==> src/rtl/pixel_scan_sequencer.sv <==
// rtl/pixel_scan_sequencer.sv - frame-scan controller: walks x/y/layer, fetches each layer, emits each pixel
// Optional OPAQUE_SKIP_EN: an opaque layer ack ends the pixel early.
module pixel_scan_sequencer #(
    parameter int H_RES   = 1920,
    parameter int V_RES   = 1080,
    parameter int LAYER_W = 5
) (
    input  logic               pipelineClk,
    input  logic               reset,
    input  logic               enable,
    input  logic [LAYER_W:0]   layerCount,
    output logic               fetchReq,
    input  logic               fetchAck,
    input  logic               opaqueHit,
    output logic [LAYER_W-1:0] fetchLayer,
    output logic [10:0]        fetchX,
    output logic [10:0]        fetchY,
    output logic               pixelValid,
    input  logic               outReady,
    output logic               lineDone,
    output logic               frameDone,
    output logic               busy
);

    typedef enum logic [1:0] {
        IDLE  = 2'd0,
        FETCH = 2'd1,
        EMIT  = 2'd2
    } state_t;

    localparam logic [10:0]        X_LAST     = 11'(H_RES - 1);
    localparam logic [10:0]        Y_LAST     = 11'(V_RES - 1);
    localparam logic [LAYER_W:0]   MAX_LAYERS = {1'b1, {LAYER_W{1'b0}}};
    localparam logic [LAYER_W:0]   ONE_LAYER  = (LAYER_W + 1)'(1);
    localparam logic [LAYER_W-1:0] LAYER_INC  = LAYER_W'(1);

    state_t             state, state_next;
    logic [LAYER_W-1:0] layer, layer_next;
    logic [10:0]        x, x_next;
    logic [10:0]        y, y_next;
    logic [LAYER_W:0]   n_layers, n_layers_next;
    logic               last_layer;
    logic               skip;

    // Zero layers still produces one fetch; anything above the RAM depth saturates.
    function automatic logic [LAYER_W:0] clamp_count(input logic [LAYER_W:0] c);
        if (c == '0)
            return ONE_LAYER;
        if (c > MAX_LAYERS)
            return MAX_LAYERS;
        return c;
    endfunction

`ifdef OPAQUE_SKIP_EN
    assign skip = opaqueHit;
`else
    logic unused_opaque;
    assign unused_opaque = opaqueHit;
    assign skip          = 1'b0;
`endif

    assign last_layer = ({1'b0, layer} == (n_layers - ONE_LAYER));

    always_comb begin
        state_next    = state;
        layer_next    = layer;
        x_next        = x;
        y_next        = y;
        n_layers_next = n_layers;
        lineDone      = 1'b0;
        frameDone     = 1'b0;
        case (state)
            IDLE: begin
                if (enable) begin
                    n_layers_next = clamp_count(layerCount);
                    layer_next    = '0;
                    x_next        = '0;
                    y_next        = '0;
                    state_next    = FETCH;
                end
            end
            FETCH: begin
                if (fetchAck) begin
                    if (last_layer || skip)
                        state_next = EMIT;
                    else
                        layer_next = layer + LAYER_INC;
                end
            end
            EMIT: begin
                if (outReady) begin
                    layer_next = '0;
                    if (x != X_LAST) begin
                        x_next     = x + 11'd1;
                        state_next = FETCH;
                    end else begin
                        x_next   = '0;
                        lineDone = 1'b1;
                        if (y != Y_LAST) begin
                            y_next     = y + 11'd1;
                            state_next = FETCH;
                        end else begin
                            // Frame boundary: the only point where enable and layerCount are honoured.
                            y_next    = '0;
                            frameDone = 1'b1;
                            if (enable) begin
                                n_layers_next = clamp_count(layerCount);
                                state_next    = FETCH;
                            end else begin
                                state_next = IDLE;
                            end
                        end
                    end
                end
            end
            default: state_next = IDLE;
        endcase
    end

    always_ff @(posedge pipelineClk) begin
        if (reset) begin
            state    <= IDLE;
            layer    <= '0;
            x        <= '0;
            y        <= '0;
            n_layers <= '0;
        end else begin
            state    <= state_next;
            layer    <= layer_next;
            x        <= x_next;
            y        <= y_next;
            n_layers <= n_layers_next;
        end
    end

    assign fetchReq   = (state == FETCH);
    assign pixelValid = (state == EMIT);
    assign busy       = (state != IDLE);
    assign fetchLayer = layer;
    assign fetchX     = x;
    assign fetchY     = y;

endmodule

==> config.mk <==
export PLATFORM = sky130hd
export DESIGN_NAME = pixel_scan_sequencer
export DESIGN_NICKNAME = d
export VERILOG_FILES = /design/src/rtl/pixel_scan_sequencer.sv
export SDC_FILE = /design/constraint.sdc
export NUM_CORES = 1
export LEC_CHECK = 0
export CAP_MARGIN = 20
export CORE_AREA = 2 2 56 80
export DETAILED_ROUTE_END_ITERATION = 6
export DIE_AREA = 0 0 58 82
export GPL_TIMING_DRIVEN = 0
export HOLD_SLACK_MARGIN = 0.08
export PLACE_DENSITY = 0.87
export SYNTH_ARGS = -nofsm -noshare
export SYNTH_HDL_FRONTEND = slang
export SYNTH_SLANG_ARGS = --single-unit
export TNS_END_PERCENT = 10
==> constraint.sdc <==
create_clock -name pipelineClk -period 2.1 [get_ports pipelineClk]
set_input_delay 0.525 -clock pipelineClk [delete_from_list [all_inputs] [get_ports pipelineClk]]
set_output_delay 0.525 -clock pipelineClk [all_outputs]
set_load 0.005 [all_outputs]
---- Word level (Yosys, flattened, before mapping) ----
Cells that the tools add are included.
operators by class
  add/subtract/negate cells ............... 4
  $mul .................................... 0
  div/mod/pow operators ................... 0
  magnitude comparators ................... 1
  eq/ne operators ......................... 13
  shift-type cells ........................ 0
  muxes and demuxes ....................... 57
  bitwise gates (word level) .............. 0
  reductions and logical operators ........ 10
operator list
  cell                                                                     count
  11-bit 2-to-1 mux                                                        6
  6-bit 2-to-1 mux                                                         11
  11-bit one-hot mux with 2 select lines                                   2
  1-bit 2-to-1 mux                                                         27
  11-bit by 1-bit adder with 11-bit output, second input constant          2
  11-bit inequality test, second input constant                            2
  5-bit 2-to-1 mux                                                         4
  5-bit one-hot mux with 3 select lines                                    1
  6-bit one-hot mux with 2 select lines                                    1
  2-bit inequality test, second input constant                             5
  2-bit 2-to-1 mux                                                         4
  4-bit AND reduction                                                      2
  5-bit by 6-bit equality test with 1-bit output                           1
  6-bit > comparator, second input constant                                1
  6-bit zero test                                                          1
  2-bit by 1-bit inequality test with 1-bit output, second input constant  3
  2-bit one-hot mux with 3 select lines                                    1
  6-bit AND reduction                                                      1
  6-bit by 1-bit subtractor with 6-bit output, second input constant       1
  5-bit by 1-bit adder with 5-bit output, second input constant            1
  5-bit AND reduction                                                      1
  2-bit nonzero test                                                       2
  3-bit AND reduction                                                      1
  3-bit nonzero test                                                       1
  3 further kinds                                                          3
storage, ports and cells
  flip-flop bits (word level) ............. 35
  bits in latches ......................... 0
  memory bits (writable) .................. 0
  ROM bits ................................ 0
  input bits .............................. 12
  output and inout port bits .............. 32
  word-level logic and storage cells ...... 90
  memories kept ........................... 0

---- Logic depth before layout (Yosys ltp) ----
Gate-level depths: netlist of run 1.
  depth in word-level cells ............... 20
  depth in mapped cells ................... 9
  mapped depth without buffers ............ 8

---- Worst setup path before layout of run 1 ----
OpenSTA, ideal clock, no wires.
  kind .................................... flip-flop to flip-flop
  start ................................... register x[0], in the netlist fetchX[0]
  end ..................................... register n_layers[0]
  library setup time ...................... 0.128 ns
  arrival ................................. 1.800 ns
  data required time ...................... 1.972 ns
  setup slack ............................. 0.172 ns
  cell stages (with the launch flop) ...... 8
  period minus slack after synthesis ...... 1.928 ns
  path through ............................ dfxtp_1 > ha_1 > nand4_4 > nor4_4 > nor2_2 > nor3_4 > mux2i_1 > nor2_1
on the way
  word-level cells in the longest chain between the ends .. 3
RTL lines
  what                                    line  text
  start, declared                         39    logic [10:0] x, x_next;
  start signal, assigned                  130   x <= x_next;
  11-bit inequality test                  93    if (x != X_LAST) begin
  2-bit inequality test (no source line)  --
  6-bit AND reduction (no source line)    --
  end signal, assigned                    132   n_layers <= n_layers_next;
  end, declared                           41    logic [LAYER_W:0] n_layers, n_layers_next;
No other way between the ends.
A chain may end at the register's enable or synchronous reset.

---- Final worst setup path of run 1 ----
  start ................................... register x[1], in the netlist fetchX[1]
  end ..................................... output port frameDone
on the way
  word-level cells in the longest chain between the ends .. 4
RTL lines
  what                    line  text
  11-bit inequality test  93
  1-bit 2-to-1 mux        93
  1-bit 2-to-1 mux        91    if (outReady) begin
  1-bit 2-to-1 mux        72    case (state)
  end, declared           21    output logic frameDone,
No other way between the ends.

==> metrics.txt, run 1 <==
dpl cells 317; TritonRoute pass-1 iters 4; Root Buffer clkbuf_8; synthesized cell area 0.00196 sq mm; Worst-Margin Slew 0.474 ns; Sw Pwr 340 uW; largest net degree at the start of global routing 11; Setup Crit Path Kind flop to primary output; Syn Inst Count 230; Seq cells post-synth 35; final worst path period share 1.00; Max Freq 0.475 GHz; Seq pwr share 0.507; Chip Width 58 um; peak supply drop 0.538 mV; I/O pin count 44; Hold WS 0.529 ns; EDFF count, synth 0; most common cell after layout, fill and taps aside clkdlybuf4s50_1; Rows 28; CP required 1.57 ns; DRC viols 0; Worst Hold Class flop to flop; worst relative slew slack 0.684; Starting Density 0.482; RSZ-0062 raised after global routing yes; CTS Buf Count 5; CTS tree built; failing checks setup timing; vias 1,860; final hold violations 0; Die H 82 um; post-detail-place hpwl 3270 um; setup TNS -0.00649 ns; area of the die 0.00476 sq mm; number of global-route vias before repair 1,803; ys flop type dfxtp_1; n_diodes 0; Synth-to-Final Area Change 37.1%; core area 0.00406 sq mm; Crit Path Max Fanout 4; gp weighted congestion 0.829; Via density 5.67; most frequent cells in the layout clkdlybuf4s50_1 (37), nor2_1 (36), dfxtp_1 (24); Sw Ratio 0.252; CTS sink count 35; Seq/Total Area, Yosys 0.358; Final min period 2.11 ns; Syn Area/Cell 8.51 sq um; initial drt markers 57; status finished with violations; Synth Warn # 0; Clock Skew 0.00731 ns; Layout Utilization 0.660; Routed Antenna Nets 0; final setup margin -0.00649 ns; Cell Pwr Density 504 mW/mm^2; Final setup viols 1; Async S/R FF share, synth 0; WL per Instance 14.6 um; IO Port Bufs 42; Yosys cell types 47; combinational power share 0.124; NumNets Final 299; Final Power 1.35 mW; overall fraction of global-route tracks in use 0.218; Syn Nets 246; clk_lat worst skew 0.29 ns; worst-case clock buffer depth 2; Detailed Route WL 4800 um; Critical Path AT 1.58 ns; Reg clk slew, reported paths 0.07 ns; CTS H-tree depth 2; total gr overflow 0; Startpoint Class flop; Lkg Pwr 1.03 nW; Cell Int Power 1.01 mW; Max Cap Viol 0; layout cells sized above 1 0.187; clock share of power 0.368; Finished Layout Cells 328; Pins Over Slew Limit 0; initial antenna violation count 0; Worst setup EP type primary output; first-pass GRT wire length 7990 um
[logic make-up after synthesis]
group | Yosys count | synth area share
adders and majority gates | 4 | 0.0256
xor gates and xnor gates | 22 | 0.0985
buffers and inverters | 13 | 0.0364
muxes | 9 | 0.0460
AOI/OAI and AO/OA | 32 | 0.103
and+or+nand+nor | 115 | 0.332
DFF | 35 | 0.358
[stage by stage]
| step | instance area [sq um] | worst slack (ns) |
|---|---|---|
| after CTS | 2660 | 0.000752 |
| after detailed placement | 2430 | -0.587 |
| after floorplan | 1960 | 0.172 |
| after global placement | 2430 | -0.465 |
| final | 2680 | -0.00649 |
| after global routing | 2680 | -0.0666 |
[final timing paths]
path / start / end / slack [ns] / cells after the start
setup / recovery: fetchX[1]$_SDFFE_PP0P_ / frameDone / -0.006 / 7
hold / removal: n_layers[5]$_SDFFE_PP0P_ / n_layers[5]$_SDFFE_PP0P_ / 0.53 / 2
setup reg to reg: fetchX[1]$_SDFFE_PP0P_ / fetchY[9]$_SDFFE_PP0P_ / 0.17 / 10
hold reg to reg: n_layers[5]$_SDFFE_PP0P_ / n_layers[5]$_SDFFE_PP0P_ / 0.53 / 2
[registers in the layout, indices dropped and copies added (netlist names)]
name,count
n_layers,6
state,2
fetchY,11
fetchLayer,5
fetchX,11
[power groups by stage]
stage / combinational, mW / clock, mW / sequential, mW
after CTS: 0.161 / 0.509 / 0.687
final: 0.168 / 0.498 / 0.686
after global routing: 0.186 / 0.531 / 0.688
after detailed placement: 0.158 / 0 / 0.705
after global placement: 0.155 / 0 / 0.704
after floorplan: 0.102 / 0 / 0.701
[Yosys cell counts, drive strengths merged, types with 5 or more instances]
library cell  count  area (sq um)
a21oi            10          50.1
mux2i             9          90.1
nand3             8          40.0
and3              5          32.5
xnor2             6          52.6
buf               6          45.0
nand2b            5          31.3
nand2            16          60.1
nor3             10          72.6
o21ai             7          35.0
nor2b             7          43.8
xor2             16           140
nor2             38           145
dfxtp            35           701
nand4             8          65.1
[metal layers]
layer  part of all wire  routed length [um]  GRT usage  up-vias
li1                   -                   -          -      917
met1               0.41                1990      0.253      889
met2               0.52                2510      0.382       47
met3              0.045                 215     0.0504        7
met4              0.016                  78     0.0860        0
met5                  0                   0          0        -
[worst max-delay path, stage by stage (launching register included)]
cell and delay, ns:
dfxtp_4 0.36, ha_4 0.16, nand4_4 0.12, nor4_4 0.17
buf_4 0.16, nand2_4 0.07, nor2_4 0.12, buf_2 0.12
[final cells by class]
cell class	instances	area [sq um]
buffer	8	51.3
clock buffer	6	82.6
clock inverter	1	5.00
fill	344	1380
inverter	4	17.5
multi-input combinational	182	1280
sequential	35	727
tap	45	56.3
timing repair buffer	47	460
[repair_timing]
| item | CTS | global route |
|---|---|---|
| hold buffers | 0 | 0 |
| hold endpoints to repair | 0 | 0 |
| buffers inserted | 4 | 1 |
| pin swaps | 4 | 4 |
| endpoints found under the setup margin | 23 | 14 |
| gates cloned | 0 | 0 |
| gates resized for setup | 44 | 2 |
(Power assumes the default switching activity.)
==> inputs of run 2 (changes only) <==
- CORE_AREA: 2 2 56 80 -> 3 3 57 81
- DIE_AREA: 0 0 58 82 -> 0 0 60 84
- SETUP_SLACK_MARGIN: not set -> 0.4
==> run 2 against run 1 <==
  * The flow now finishes without violations
  * Power rose by 0.24%
  * Critical path type unchanged
  * Via count rose by 13%
  * Count of clock-buffer cells in the layout rose by 1
  * Largest cell class unchanged
  * Worst hold slack worse by 0.030 ns
  * Combinational power increased by 22%
  * Critical endpoint unchanged
==> metrics.txt, run 2 (synthesized netlist as in run 1, its figures left out) <==
Worst setup EP type primary output (unchanged); Layout Utilization 0.771 (was 0.660); Cell Pwr Density 449 mW/mm^2 (was 504 mW/mm^2); post-route cell area 0.00302 sq mm (was 0.00268 sq mm); Routed Antenna Nets 0 (unchanged); gr busiest metal met2 (unchanged); Worst-Margin Slew 0.485 ns (was 0.474 ns); Chip Width 60 um (was 58 um); worst-case clock buffer depth 2 (unchanged); Critical Path AT 1.54 ns (was 1.58 ns); Hold WS 0.499 ns (was 0.529 ns); Worst Path Buf+Inv 1 (was 2); Lkg Pwr 1.28 nW (was 1.03 nW); most frequent cells in the layout nor2_1 (31), buf_4 (28), dlygate4sd2_1 (21) (was clkdlybuf4s50_1 (37), nor2_1 (36), dfxtp_1 (24)); Max Freq 0.485 GHz (was 0.475 GHz); crit path max-delay cell type dfxtp_4 (unchanged); Pins Over Slew Limit 0 (unchanged); Max Cap Viol 0 (unchanged); I/O pin count 44 (unchanged); Starting Density 0.499 (was 0.482); clk_lat worst skew 0.30 ns (was 0.29 ns); Root Buffer clkbuf_8 (unchanged); RR Startpoint state[1]$_SDFFE_PP0P_ (was fetchX[1]$_SDFFE_PP0P_); setup TNS 0 ns (was -0.00649 ns); Die H 84 um (was 82 um); Largest delay share family, worst path simple AND/OR/NAND/NOR gates (unchanged); CTS tree built (unchanged); Detailed Route WL 6240 um (was 4800 um); TritonRoute pass-1 iters 4 (unchanged); NumNets Final 327 (was 299); CTS H-tree depth 2 (unchanged); initial drt markers 94 (was 57); r2r endpoint fetchY[0]$_SDFFE_PP0P_ (was fetchY[9]$_SDFFE_PP0P_); Final min period 2.06 ns (was 2.11 ns); Reg clk slew, reported paths 0.08 ns (was 0.07 ns); initial antenna violation count 0 (unchanged); Clock Skew 0.0102 ns (was 0.00731 ns); reg2reg path depth 13 (was 10); GRT met1 Usage 0.282 (was 0.253); worst relative slew slack 0.674 (was 0.684); largest net degree at the start of global routing 11 (unchanged); Final setup viols 0 (was 1); status finished clean (was finished with violations); CTS Buf Count 5 (unchanged); first-pass GRT wire length 9630 um (was 7990 um); CP peak stage delay 0.38 ns (was 0.36 ns); hold endpoint fetchLayer[3]$_SDFFE_PP0P_ (was n_layers[5]$_SDFFE_PP0P_); number of global-route vias before repair 2,028 (was 1,803); Via density 5.94 (was 5.67); final worst path period share 0.981 (was 1.00); hold_buf cts 0 (unchanged); most common cell after layout, fill and taps aside nor2_1 (was clkdlybuf4s50_1); DRC viols 0 (unchanged); gp weighted congestion 0.807 (was 0.829); core area 0.00392 sq mm (was 0.00406 sq mm); Fill cells 252 (was 344); Post-Place Cell Area 0.00247 sq mm (was 0.00243 sq mm); post-detail-place hpwl 3360 um (was 3270 um); area of the die 0.00504 sq mm (was 0.00476 sq mm); vias 2,107 (was 1,860); sequence of cells on the critical path nor4b_4, and4_1, nand2_2, nor2_2, buf_2 (was ha_4, nand4_4, nor4_4, buf_4, nand2_4, nor2_4, buf_2); Setup Crit Path Kind flop to primary output (unchanged); Startpoint Class flop (unchanged); total gr overflow 0 (unchanged); Rows 27 (was 28); Crit Path Max Fanout 5 (was 4); hold path startpoint fetchLayer[3]$_SDFFE_PP0P_ (was n_layers[5]$_SDFFE_PP0P_); Worst Hold Class flop to flop (unchanged); layout cells sized above 1 0.372 (was 0.187); overall fraction of global-route tracks in use 0.247 (was 0.218); n_diodes 0 (unchanged); Hold Crit Depth 1 (was 2); Final Power 1.36 mW (was 1.35 mW); Global Route met3 Usage 0.0480 (was 0.0504); CP required 1.57 ns (about the same); RSZ-0062 raised after global routing yes (unchanged); R2R setup slack 0.07 ns (was 0.17 ns); global-route track usage on met2 0.422 (was 0.382); WL per Instance 17.6 um (was 14.6 um); CTS sink count 35 (unchanged); IO Port Bufs 42 (unchanged); peak supply drop 0.423 mV (was 0.538 mV); Synth-to-Final Area Change 54.3% (was 37.1%); final hold violations 0 (unchanged)
==> run 2: cell types whose count changed in the layout (fill, tap and decap cells not counted), moves of 8 or more <==
cell,change
buf_4,+23
dlygate4sd2_1,+17
dfxtp_1,-19
buf_6,+8
clkdlybuf4s50_1,-21
dfxtp_4,+15
==> run 2: metal layers <==
| metal | up-vias | share of wire | wire [um] |
|---|---|---|---|
| met5 | - | 0 | 0 |
| met4 | 0 | 0.037 | 230 |
| met3 | 22 | 0.062 | 386 |
| met2 | 97 | 0.53 | 3320 |
| met1 | 1008 | 0.37 | 2310 |
| li1 | 980 | - | - |
==> run 2: worst max-delay path by stage <==
stage / endpoint / startpoint / slack (ns) / cells past startpoint
floorplan: fetchX[9]$_SDFFE_PP0P_ / outReady / 0.40 / 6
detailed placement: fetchX[10]$_SDFFE_PP0P_ / outReady / -0.37 / 8
global placement: fetchY[2]$_SDFFE_PP0P_ / outReady / -0.31 / 9
finish: frameDone / fetchY[8]$_SDFFE_PP0P_ / 0.04 / 5
global route: frameDone / fetchY[8]$_SDFFE_PP0P_ / -0.02 / 5
CTS: frameDone / fetchX[0]$_SDFFE_PP0P_ / -0.02 / 6
==> run 2: timing repair <==
| item | CTS | global route |
|---|---|---|
| gates resized for setup | 127 | 7 |
| endpoints found under the setup margin | 65 | 45 |
| setup buffers | 25 | 6 |
| gates cloned | 1 | 0 |
| pin swaps | 38 | 8 |
| hold endpoints to repair | 0 | 0 |
==> run 2: where the power goes <==
part / total [mW] / switching (mW) / internal (mW)
Clock: 0.483 / 0.250 / 0.233
Sequential: 0.668 / 0.0155 / 0.653
Combinational: 0.205 / 0.102 / 0.103
==> run 2: through the flow <==
stage | instances | setup WS, ns
after floorplan | 230 | 0.395
after global placement | 315 | -0.308
after detailed placement | 315 | -0.374
after CTS | 349 | -0.0194
after global routing | 355 | -0.0169
final | 355 | 0.0389
==> run 2: area by class of cell <==
class	count	area [sq um]	share of cell area
inverters	4	17.5	0.00580
clock inverters	1	5.00	0.00166
repair buffers	74	644	0.213
plain buffers	9	70.1	0.0232
clock buffers	7	76.3	0.0253
well taps	43	53.8	0.0178
multi-input cells	182	1370	0.452
flip-flops and latches	35	788	0.261
==> inputs of run 3 (changes only) <==
- CAP_MARGIN: 20 -> 25
==> results of run 3 <==
Same layout as run 2: the final DEF is identical, and so are final timing and power.
